[config.mk]
export PLATFORM = sky130hd
export DESIGN_NAME = lvds_link_tester_flat
export DESIGN_NICKNAME = d
export VERILOG_FILES = /design/src/rtl/lvds_link_pkg.sv /design/src/rtl/lvds_link_tester_if.sv /design/src/rtl/lvds_link_channel.sv /design/src/rtl/lvds_link_tester.sv /design/src/flat_wrapper.sv
export SDC_FILE = /design/constraint.sdc
export NUM_CORES = 1
export LEC_CHECK = 0
export CAP_MARGIN = 30
export CORE_MARGIN = 3
export CORE_UTILIZATION = 40
export DETAILED_ROUTE_END_ITERATION = 8
export PLACE_DENSITY_LB_ADDON = 0.3
export SYNTH_ARGS = -nofsm -noshare
export SYNTH_HDL_FRONTEND = slang
export SYNTH_SLANG_ARGS = --single-unit
[constraint.sdc]
create_clock -name clk_clk -period 3.72 [get_ports clk_clk]
set_clock_uncertainty 0.05 [all_clocks]
set_input_delay 0.372 -clock clk_clk [delete_from_list [all_inputs] [get_ports clk_clk]]
set_output_delay 0.372 -clock clk_clk [all_outputs]
set_load 0.05 [all_outputs]
[src/rtl/lvds_link_pkg.sv]
// Shared types and helpers for the LVDS link tester: per-link state
// encoding, training-word construction and saturating increment.
package lvds_link_pkg;

  typedef enum logic [1:0] {
    ST_IDLE  = 2'd0,
    ST_TRAIN = 2'd1,
    ST_RUN   = 2'd2,
    ST_FAIL  = 2'd3
  } link_state_e;

  // Widest link word the training-word builder supports.
  localparam int MAX_WORD_W = 64;

  // Replicates the training byte into every DESER-bit slice of the word.
  // Only the low DESER bits of the byte are used; if DESER > 8 the upper
  // bits of each slice are zero.
  function automatic logic [MAX_WORD_W-1:0] build_train_word(
    input logic [7:0] train_byte,
    input int         lanes,
    input int         deser
  );
    logic [MAX_WORD_W-1:0] word;
    int                    slice_bit;
    word = '0;
    for (int b = 0; b < MAX_WORD_W; b++) begin
      if (b < lanes * deser) begin
        slice_bit = b % deser;
        if (slice_bit < 8) word[b] = train_byte[slice_bit[2:0]];
      end
    end
    return word;
  endfunction

  // Increment that sticks at max_value instead of wrapping.
  function automatic logic [31:0] sat_inc(
    input logic [31:0] value,
    input logic [31:0] max_value
  );
    return (value >= max_value) ? max_value : value + 32'd1;
  endfunction

endpackage

[src/rtl/lvds_link_tester_if.sv]
// Bundle of the fabric-side control and SERDES parallel-side signals of
// the link tester. master = tester, slave = SERDES / surrounding fabric.
interface lvds_link_tester_if #(
  parameter int NUM_LINKS = 2,
  parameter int WORD_W    = 16,
  parameter int ERR_W     = 16
);
  logic                        start;
  logic                        echo_mode;
  logic [NUM_LINKS*WORD_W-1:0] tx_data;
  logic [NUM_LINKS-1:0]        tx_align_done;
  logic [NUM_LINKS*WORD_W-1:0] rx_data;
  logic [NUM_LINKS-1:0]        rx_align_done;
  logic [NUM_LINKS-1:0]        link_up;
  logic [NUM_LINKS*ERR_W-1:0]  err_count;
  logic [7:0]                  led_out;

  modport master (
    input  start, echo_mode, tx_align_done, rx_data,
    output tx_data, rx_align_done, link_up, err_count, led_out
  );

  modport slave (
    output start, echo_mode, tx_align_done, rx_data,
    input  tx_data, rx_align_done, link_up, err_count, led_out
  );
endinterface

[src/rtl/lvds_link_channel.sv]
// One LVDS link: training handshake, counter-pattern generator and
// self-synchronising checker, echo path, and saturating error counter.
module lvds_link_channel
  import lvds_link_pkg::*;
#(
  parameter int         LANES      = 2,
  parameter int         DESER      = 8,
  parameter logic [7:0] TRAIN_BYTE = 8'hA5,
  parameter int         LOCK_COUNT = 16,
  parameter int         TIMEOUT    = 2**20,
  parameter int         ERR_W      = 16
) (
  input  logic                   clk_clk,
  input  logic                   reset_reset_n,
  input  logic                   start_i,
  input  logic                   echo_mode_i,
  input  logic                   tx_align_done_i,
  input  logic [LANES*DESER-1:0] rx_data_i,
  output logic [LANES*DESER-1:0] tx_data_o,
  output logic                   rx_align_done_o,
  output logic                   link_up_o,
  output logic [ERR_W-1:0]       err_count_o,
  output logic                   err_flag_o
);

  localparam int WORD_W  = LANES * DESER;
  localparam int MATCH_W = $clog2(LOCK_COUNT + 1);
  localparam int TMO_W   = $clog2(TIMEOUT + 1);

  localparam logic [WORD_W-1:0]  TRAIN_WORD = WORD_W'(build_train_word(TRAIN_BYTE, LANES, DESER));
  localparam logic [MATCH_W-1:0] LOCK_M     = MATCH_W'(LOCK_COUNT);
  localparam logic [TMO_W-1:0]   TMO_LIMIT  = TMO_W'(TIMEOUT);
  localparam logic [31:0]        ERR_MAX    = 32'((64'd1 << ERR_W) - 64'd1);

  link_state_e        state_q;
  logic [WORD_W-1:0]  tx_q;
  logic [WORD_W-1:0]  prev_rx_q;
  logic [MATCH_W-1:0] match_q;
  logic [TMO_W-1:0]   tmo_q;
  logic [ERR_W-1:0]   err_q;
  logic               rx_align_q;
  logic               link_up_q;
  logic               err_flag_q;
  logic               echo_q;
  logic               first_q;

  logic [WORD_W-1:0]  rx_exp;
  logic               mismatch;
  logic [ERR_W-1:0]   err_d;
  logic [MATCH_W-1:0] match_d;
  logic [TMO_W-1:0]   tmo_d;

  // Checker compare and counter next-values.
  // NOTE: every signal gets a default at the top of always_comb so no path leaves it unassigned, which would infer a latch.
  always_comb begin
    rx_exp   = prev_rx_q + WORD_W'(1);
    mismatch = (state_q == ST_RUN) && !echo_q && !first_q &&
               (rx_data_i != TRAIN_WORD) && (rx_data_i != rx_exp);
    err_d    = mismatch ? ERR_W'(sat_inc(32'(err_q), ERR_MAX)) : err_q;
    match_d  = (rx_data_i == TRAIN_WORD) ? MATCH_W'(sat_inc(32'(match_q), 32'(LOCK_COUNT))) : '0;
    tmo_d    = tmo_q + TMO_W'(1);
  end

  // Link FSM with registered outputs; start=0 overrides everything but reset.
  // NOTE: sequential state uses non-blocking assignments so every register samples pre-edge values; later assignments in this block override earlier defaults.
  always_ff @(posedge clk_clk) begin
    // NOTE: synchronous reset of every register; there is no storage array here that would be left unreset.
    if (!reset_reset_n) begin
      state_q    <= ST_IDLE;
      tx_q       <= '0;
      prev_rx_q  <= '0;
      match_q    <= '0;
      tmo_q      <= '0;
      err_q      <= '0;
      rx_align_q <= 1'b0;
      link_up_q  <= 1'b0;
      err_flag_q <= 1'b0;
      echo_q     <= 1'b0;
      first_q    <= 1'b0;
    end else begin
      prev_rx_q <= rx_data_i;
      first_q   <= 1'b0;
      // A mismatch counts even if the link drops or stops in the same cycle.
      err_q     <= err_d;
      if (mismatch) err_flag_q <= 1'b1;

      if (!start_i) begin
        state_q    <= ST_IDLE;
        tx_q       <= '0;
        rx_align_q <= 1'b0;
        link_up_q  <= 1'b0;
      end else begin
        case (state_q)
          ST_IDLE: begin
            state_q    <= ST_TRAIN;
            echo_q     <= echo_mode_i;
            match_q    <= '0;
            tmo_q      <= '0;
            err_q      <= '0;
            err_flag_q <= 1'b0;
            rx_align_q <= 1'b0;
            tx_q       <= TRAIN_WORD;
          end
          ST_TRAIN: begin
            match_q <= match_d;
            tmo_q   <= tmo_d;
            if (match_q == LOCK_M) rx_align_q <= 1'b1;
            if (tmo_d == TMO_LIMIT) begin
              state_q    <= ST_FAIL;
              tx_q       <= '0;
              rx_align_q <= 1'b0;
              err_flag_q <= 1'b1;
            end else if (rx_align_q && tx_align_done_i) begin
              state_q   <= ST_RUN;
              link_up_q <= 1'b1;
              first_q   <= 1'b1;
              tx_q      <= echo_q ? rx_data_i : '0;
            end else begin
              tx_q <= TRAIN_WORD;
            end
          end
          ST_RUN: begin
            if (!tx_align_done_i) begin
              state_q    <= ST_TRAIN;
              link_up_q  <= 1'b0;
              rx_align_q <= 1'b0;
              match_q    <= '0;
              tmo_q      <= '0;
              tx_q       <= TRAIN_WORD;
            end else begin
              tx_q <= echo_q ? rx_data_i : tx_q + WORD_W'(1);
            end
          end
          ST_FAIL: begin
            tx_q       <= '0;
            link_up_q  <= 1'b0;
            err_flag_q <= 1'b1;
          end
          default: state_q <= ST_IDLE;
        endcase
      end
    end
  end

  assign tx_data_o       = tx_q;
  assign rx_align_done_o = rx_align_q;
  assign link_up_o       = link_up_q;
  assign err_count_o     = err_q;
  assign err_flag_o      = err_flag_q;

endmodule

[src/rtl/lvds_link_tester.sv]
// Top level: NUM_LINKS independent link channels plus status LED packing.
module lvds_link_tester #(
  parameter int         NUM_LINKS  = 2,
  parameter int         LANES      = 2,
  parameter int         DESER      = 8,
  parameter logic [7:0] TRAIN_BYTE = 8'hA5,
  parameter int         LOCK_COUNT = 16,
  parameter int         TIMEOUT    = 2**20,
  parameter int         ERR_W      = 16
) (
  input  logic                clk_clk,
  input  logic                reset_reset_n,
  lvds_link_tester_if.master  bus
);

  localparam int WORD_W = LANES * DESER;

  logic [WORD_W-1:0] tx_arr    [NUM_LINKS];
  logic [ERR_W-1:0]  err_arr   [NUM_LINKS];
  logic              align_arr [NUM_LINKS];
  logic              up_arr    [NUM_LINKS];
  logic              flag_arr  [NUM_LINKS];

  logic [NUM_LINKS*WORD_W-1:0] tx_data_w;
  logic [NUM_LINKS*ERR_W-1:0]  err_w;
  logic [NUM_LINKS-1:0]        rx_align_w;
  logic [NUM_LINKS-1:0]        link_up_w;
  logic [7:0]                  led_w;

  for (genvar g = 0; g < NUM_LINKS; g++) begin : g_link
    lvds_link_channel #(
      .LANES      (LANES),
      .DESER      (DESER),
      .TRAIN_BYTE (TRAIN_BYTE),
      .LOCK_COUNT (LOCK_COUNT),
      .TIMEOUT    (TIMEOUT),
      .ERR_W      (ERR_W)
    ) u_channel (
      .clk_clk         (clk_clk),
      .reset_reset_n   (reset_reset_n),
      .start_i         (bus.start),
      .echo_mode_i     (bus.echo_mode),
      .tx_align_done_i (bus.tx_align_done[g]),
      .rx_data_i       (bus.rx_data[g*WORD_W +: WORD_W]),
      .tx_data_o       (tx_arr[g]),
      .rx_align_done_o (align_arr[g]),
      .link_up_o       (up_arr[g]),
      .err_count_o     (err_arr[g]),
      .err_flag_o      (flag_arr[g])
    );
  end

  // Pack per-link results; LEDs: [i] link up, [4+i] sticky error.
  always_comb begin
    tx_data_w  = '0;
    err_w      = '0;
    rx_align_w = '0;
    link_up_w  = '0;
    led_w      = '0;
    for (int i = 0; i < NUM_LINKS; i++) begin
      tx_data_w[i*WORD_W +: WORD_W] = tx_arr[i];
      err_w[i*ERR_W +: ERR_W]       = err_arr[i];
      rx_align_w[i]                 = align_arr[i];
      link_up_w[i]                  = up_arr[i];
      led_w[i]                      = up_arr[i];
      led_w[4+i]                    = flag_arr[i];
    end
  end

  assign bus.tx_data       = tx_data_w;
  assign bus.err_count     = err_w;
  assign bus.rx_align_done = rx_align_w;
  assign bus.link_up       = link_up_w;
  assign bus.led_out       = led_w;

endmodule

[src/flat_wrapper.sv]
// flat-port wrapper written by rule: the top's interface ports become plain ports
module lvds_link_tester_flat 
#(
  parameter int         NUM_LINKS  = 2,
  parameter int         LANES      = 2,
  parameter int         DESER      = 8,
  parameter logic [7:0] TRAIN_BYTE = 8'hA5,
  parameter int         LOCK_COUNT = 16,
  parameter int         TIMEOUT    = 2**20,
  parameter int         ERR_W      = 16
)
  (clk_clk, reset_reset_n, bus_start, bus_echo_mode, bus_tx_align_done, bus_rx_data, bus_tx_data, bus_rx_align_done, bus_link_up, bus_err_count, bus_led_out);
  lvds_link_tester_if #(.NUM_LINKS(NUM_LINKS), .WORD_W((16)), .ERR_W(ERR_W)) bus_i ();
  input  logic clk_clk;
  input  logic reset_reset_n;
  input wire logic [$bits(bus_i.start)-1:0] bus_start;
  input wire logic [$bits(bus_i.echo_mode)-1:0] bus_echo_mode;
  input wire logic [$bits(bus_i.tx_align_done)-1:0] bus_tx_align_done;
  input wire logic [$bits(bus_i.rx_data)-1:0] bus_rx_data;
  output wire logic [$bits(bus_i.tx_data)-1:0] bus_tx_data;
  output wire logic [$bits(bus_i.rx_align_done)-1:0] bus_rx_align_done;
  output wire logic [$bits(bus_i.link_up)-1:0] bus_link_up;
  output wire logic [$bits(bus_i.err_count)-1:0] bus_err_count;
  output wire logic [$bits(bus_i.led_out)-1:0] bus_led_out;
  assign bus_i.start = bus_start;
  assign bus_i.echo_mode = bus_echo_mode;
  assign bus_i.tx_align_done = bus_tx_align_done;
  assign bus_i.rx_data = bus_rx_data;
  assign bus_tx_data = bus_i.tx_data;
  assign bus_rx_align_done = bus_i.rx_align_done;
  assign bus_link_up = bus_i.link_up;
  assign bus_err_count = bus_i.err_count;
  assign bus_led_out = bus_i.led_out;
  lvds_link_tester #(.NUM_LINKS(NUM_LINKS), .LANES(LANES), .DESER(DESER), .TRAIN_BYTE(TRAIN_BYTE), .LOCK_COUNT(LOCK_COUNT), .TIMEOUT(TIMEOUT), .ERR_W(ERR_W)) u_core (.clk_clk(clk_clk), .reset_reset_n(reset_reset_n), .bus(bus_i));
endmodule
# Word-level counts from Yosys, hierarchy flattened
# Index checks and enable logic that the tools add are counted.
[totals]
register_bits = 162
in_bits = 38
output_inout_bits = 76
wordCells = 163
[classes]
addsub = 10
order_cmp = 4
n_eq_ne = 26
mux = 64
n_bitwise = 4
n_reduce_logical = 33
[op_table]
columns = ["operator", "count"]
rows = [
  ["$mux W16", 18],
  ["$pmux W16 S4", 2],
  ["$pmux W21 S3", 2],
  ["$add A16 B1 Y16 const B", 6],
  ["$add A21 B1 Y21 const B", 2],
  ["$eq A21 B21 Y1 const B", 2],
  ["$mux W21", 2],
  ["$eq A16 B16 Y1 const B", 2],
  ["$ge A16 B16 Y1 const B", 2],
  ["$ne A16 B16 Y1", 2],
  ["$ne A16 B16 Y1 const B", 2],
  ["$mux W5", 6],
  ["$pmux W5 S3", 2],
  ["$mux W1", 18],
  ["$pmux W1 S3", 6],
  ["$reduce_and A3 Y1", 6],
  ["$mux W2", 6],
  ["$ne A2 B2 Y1 const B", 6],
  ["$ne A3 B3 Y1 const B", 4],
  ["$pmux W2 S3", 2],
  ["$reduce_bool A3 Y1", 4],
  ["$add A5 B1 Y5 const B", 2],
  ["$eq A5 B5 Y1 const B", 2],
  ["$ge A5 B5 Y1 const B", 2],
  ["other kinds (9)", 33],
]

# Longest topological paths before layout
[logic_depth]
depth_word = 9
ltp_mapped = 11
mapped_depth_nobuf = 9

# Cells and area by module
# Synthesis repeated with hierarchy kept, for this count alone.
[hier_totals]
cells_unflattened = 1193
hier_area_um2 = 9504.1
[modules_own_cells]
columns = ["module", "instances", "cells_each", "area_each_um2", "seq_area_each_um2"]
rows = [
  ["lvds_link_channel (u_core.g_link[0].u_channel)", 1, 602, 4744.6, 1621.6],
  ["lvds_link_channel (u_core.g_link[1].u_channel)", 1, 584, 4710.8, 1621.6],
  ["lvds_link_tester", 1, 7, 48.8, 0.0],
]

# Least setup slack after synthesis
# No wires, ideal clock.
[synth_timing]
path_kind = "register to register"
start = "register u_core.g_link[0].u_channel.tmo_q[0]"
end = "register u_core.g_link[0].u_channel.link_up_q"
setup_ps = 116
t_arrival_ps = 2722
required_time_ps = 3554
slack_ps = 832
path_stages_with_launch = 11
n_path_buf = 1
synth_period_minus_slack_ps = 2888
cell_sequence = "dfxtp_1 > ha_1 > nand2_1 > or4_1 > mux2i_1 > or4_4 > nor4_4 > or3_1 > buf_4 > nor2_1 > a31o_1"
[synth_via]
elab_chain_cells = 4
[synth_lines]
columns = ["element", "line", "source"]
rows = [
  ["from (decl)", "lvds_link_channel.sv:39", "logic [TMO_W-1:0] tmo_q;"],
  ["from (signal assigned)", "lvds_link_channel.sv:106", "tmo_q <= tmo_d;"],
  ["$add A21 B1 Y21", "lvds_link_channel.sv:61", "tmo_d = tmo_q + TMO_W'(1);"],
  ["$eq A21 B21 Y1", "lvds_link_channel.sv:108", "if (tmo_d == TMO_LIMIT) begin"],
  ["$ne A2 B2 Y1 (no source line)", "-", ""],
  ["$reduce_and A4 Y1 (no source line)", "-", ""],
  ["to (signal assigned)", "lvds_link_channel.sv:76", "link_up_q <= 1'b0;"],
  ["to (signal assigned)", "lvds_link_channel.sv:115", "link_up_q <= 1'b1;"],
  ["to (signal assigned)", "lvds_link_channel.sv:125", "link_up_q <= 1'b0;"],
  ["to (decl)", "lvds_link_channel.sv:42", "logic link_up_q;"],
]
# No other way between the ends.
# A chain may end at the register's enable or synchronous reset.

# Worst setup path after layout
# Same ends and word-level chain as after synthesis.

==> out/metrics.json <==
{
  "clock_tree": {
    "number_of_buffers_inserted_to_repair_setup_after_cts": 0,
    "clock_root_buffer": "clkbuf_16",
    "cts.hold.buffers_added": 0,
    "number_of_cts_inserted_buffers": 17,
    "tritoncts": "done",
    "cts-root-to-sink-buffers": 2,
    "clkSinkCount": 162,
    "clkSlewWorstSetupHoldPaths_ns": 0.07,
    "clock_insertion_delay_worst_skew_ns": 0.43,
    "cts-resized-gates": 0,
    "htree_levels": 4
  },
  "logic_synthesis": {
    "ys_seq_area_share_pct": 34.5,
    "yosys_warnings": 0,
    "synthMuxAreaShare_pct": 2.09,
    "netlist_area_um2": 9400,
    "yosys.area.top_type_share_pct": 34.5,
    "synthXorXnorAreaFrac_pct": 6.90,
    "synth_edf_count": 0,
    "synthesis.area_per_instance_um2": 7.98,
    "syn-instance-count": 1177,
    "combinational_family_with_the_most_area_after_synthesis": "simple AND/OR/NAND/NOR gates",
    "ys.flop_type": "dfxtp_1",
    "synthAdderAreaFrac_pct": 1.60,
    "synth_seq_cells": 162,
    "distinct_cell_type_count_of_the_synthesized_netlist": 78,
    "async_reset_ff_share_pct": 0,
    "netlist.top_cell.by_area": "dfxtp_1",
    "synth.top_cells.by_area": "dfxtp_1 (35%), nor2_1 (4.2%), xnor2_1 (4.1%)",
    "synth-simple-area-share_pct": 28.9,
    "synth_compound_area_share_pct": 20.8
  },
  "worst_setup_path": {
    "crit_arrival_ns": 3.47,
    "worst_setup_path_start_kind": "register",
    "timing.rr.start": "u_core.g_link[0].u_channel.tmo_q[0]$_SDFFE_PN0P_",
    "criticalPathCategory": "reg2reg",
    "regToRegEndpoint": "u_core.g_link[0].u_channel.link_up_o$_SDFFE_PN0P_",
    "r2r_depth": 9,
    "critical_path_required_ns": 3.99,
    "endpoint_type_of_the_worst_setup_path": "register",
    "reg2reg_setup_slack_ns": 0.52,
    "cp_max_fo": 9
  },
  "cells_and_area": {
    "layout.cells.most_common": "dfxtp_1",
    "register_area_um2": 3240,
    "area_growth_syn_to_layout_pct": 19.0,
    "finish.utilization_pct": 48.9,
    "multi_input_comb_area_um2": 5690,
    "final_cell_mix": "dfxtp_1 (162), clkdlybuf4s50_1 (109), nor2_1 (106), nand2_1 (77), a21oi_1 (74)",
    "fillerInstances": 2228,
    "ratio_of_cells_with_drive_above_1_in_the_final_layout_pct": 5.99,
    "design.final.nets": 1289,
    "finished_layout_cells": 1565,
    "insertedDiodeCount": 0
  },
  "hold_path": {
    "worstHoldPathCells": 2,
    "hold_path_class": "reg2reg",
    "min-delay-start": "u_core.g_link[1].u_channel.tmo_q[17]$_SDFFE_PN0P_",
    "worstHoldEndpoint": "u_core.g_link[1].u_channel.tmo_q[17]$_SDFFE_PN0P_"
  },
  "sta": {
    "slew_headroom_pct": 47.3,
    "max_clock_freq_mhz": 313,
    "finalSetupViolations": 0,
    "hold_worst_slack_ns": 0.467,
    "post-route-min-period_ns": 3.20,
    "totalNegativeSetupSlack_ns": 0,
    "timing_hold_violations_final": 0,
    "final_min_period_over_clock_period_pct": 86.0,
    "tightestPinTransition_ns": 0.790,
    "finalMaxSlewViolations": 0,
    "rsz0062_at_grt": "no"
  },
  "global_routing": {
    "globalRouteOverflowTotal": 0,
    "track_usage_pct": 19.0,
    "grt_max_degree": 49,
    "first_global_vias": 8157,
    "grt_antenna_before_repair": 0,
    "grt_first_pass_wirelength_um": 41300
  },
  "placed_design": {
    "routabilityCongestion": 0.929,
    "port-buffer-count": 109,
    "dpl.hpwl_um": 17800,
    "place_inst": 1533
  },
  "floorplanning": {
    "core-area_um2": 22800,
    "initial_utilization_pct": 41.1,
    "design.portCount": 114,
    "die-area_um2": 25400,
    "die_width_um": 159,
    "num_rows": 55,
    "die_y_um": 159
  },
  "power_and_ir_drop": {
    "power_density_nw_per_um2": 348,
    "ir_worst_vdd_mv": 0.294,
    "total_leakage_power_nw": 3.80,
    "total_power_draw_w": 0.00389
  },
  "detailed_routing": {
    "drtAntennaViolNets": 0,
    "routed_wl_um": 24800,
    "drt_iter0_drc": 647,
    "route.detailed.drc": 0,
    "avgRoutedWirePerCell_um": 15.8,
    "detailroute.via_count": 9037,
    "average_vias_per_placed_instance": 5.77,
    "drt_pass1_iterations": 5
  },
  "flow_run": {
    "drv_cap": 0
  },
  "status": {
    "status": "complete, no violations"
  }
}
==> metrics by stage <==
stage	worst slack [ns]	cell area, µm²
2_1_floorplan	0.832	9410
3_3_place_gp	0.562	10600
3_5_place_dp	0.494	10600
4_1_cts	0.535	11200
5_1_grt	0.223	11200
6_report	0.522	11200
==> worst max-delay path, stage by stage, from the launching register on <==
cell	delay, ns
dfxtp_1	0.44
ha_1	0.26
nand2_1	0.13
or4_1	0.56
mux2i_1	0.14
or4_4	0.49
nor4_4	0.39
or3_1	0.34
nor2_1	0.09
a31o_1	0.20
==> how the worst max path moves through the flow <==
stage / from / to / slack (ns) / cells past startpoint
after floorplan: u_core.g_link[0].u_channel.tmo_q[0]$_SDFFE_PN0P_ / u_core.g_link[0].u_channel.link_up_o$_SDFFE_PN0P_ / 0.83 / 10
final: u_core.g_link[0].u_channel.tmo_q[0]$_SDFFE_PN0P_ / u_core.g_link[0].u_channel.link_up_o$_SDFFE_PN0P_ / 0.52 / 9
after detailed placement: bus_rx_data[15] / u_core.g_link[0].u_channel.err_count_o[11]$_SDFF_PN0_ / 0.49 / 10
after CTS: u_core.g_link[0].u_channel.tmo_q[0]$_SDFFE_PN0P_ / u_core.g_link[0].u_channel.link_up_o$_SDFFE_PN0P_ / 0.54 / 9
after global routing: u_core.g_link[0].u_channel.prev_rx_q[2]$_SDFF_PN0_ / u_core.g_link[0].u_channel.err_count_o[11]$_SDFF_PN0_ / 0.22 / 9
after global placement: bus_rx_data[12] / u_core.g_link[0].u_channel.err_count_o[2]$_SDFF_PN0_ / 0.56 / 9
==> area by class of cell <==
cell class / instances / area share, %
clock buffers: 17 / 3.80
clock inverters: 15 / 1.22
inverters: 26 / 0.873
multi-input cells: 908 / 50.8
flip-flops and latches: 162 / 29.0
well taps: 313 / 3.50
repair buffers: 124 / 10.8
==> state kept, by name (all words and copies together), names as in the netlist <==
register	count
u_core.g_link.u_channel.match_q	10
u_core.g_link.u_channel.err_flag_o	2
u_core.g_link.u_channel.tmo_q	42
u_core.g_link.u_channel.state_q	4
u_core.g_link.u_channel.err_count_o	32
u_core.g_link.u_channel.link_up_o	2
u_core.g_link.u_channel.tx_data_o	32
u_core.g_link.u_channel.echo_q	2
u_core.g_link.u_channel.rx_align_done_o	2
u_core.g_link.u_channel.first_q	2
u_core.g_link.u_channel.prev_rx_q	32
==> cell families (layout without fill, tap and decap cells) <==
| kind of cell | count (synthesis) | count (layout) |
|---|---|---|
| muxes | 18 | 18 |
| other | 1 | 4 |
| xor gates and xnor gates | 74 | 74 |
| and+or+nand+nor | 499 | 499 |
| AOI/OAI and AO/OA | 301 | 301 |
| DFF | 162 | 162 |
| buffers and inverters | 110 | 182 |
| adders and majority gates | 12 | 12 |
==> where the power goes <==
group	internal (W)	switching, W	leakage, nW
logic	0.000152	0.000216	2.21
clock network	0.000890	0.000817	0.278
registers	0.00177	0.0000471	1.32
==> synth_stat cells, drive strengths merged, types with 8 or more instances <==
cell,instances
nor4bb,8
buf,31
a211oi,23
ha,12
and3,33
o22ai,12
nor3,39
and2,48
a21oi,75
mux2,13
o21ai,73
xor2,30
or3,12
clkbuf,53
a22oi,15
nand2,77
nor2,106
nor3b,9
a311oi,25
nand4,35
nand2b,11
nor4,14
xnor2,44
dfxtp,162
and4,17
inv,25
a31oi,25
a41oi,16
nand3,60
==> routing by layer <==
metal | share of wire (%) | vias to the layer above | wire [µm] | GRT usage [%]
li1 | - | 4489 | - | -
met1 | 48 | 4306 | 12000 | 26.8
met2 | 46 | 217 | 11300 | 30.2
met4 | 1.4 | 0 | 341 | 5.57
met5 | 0 | - | 0 | 0
met3 | 4.6 | 25 | 1150 | 2.91
(Power assumes the default switching activity.)
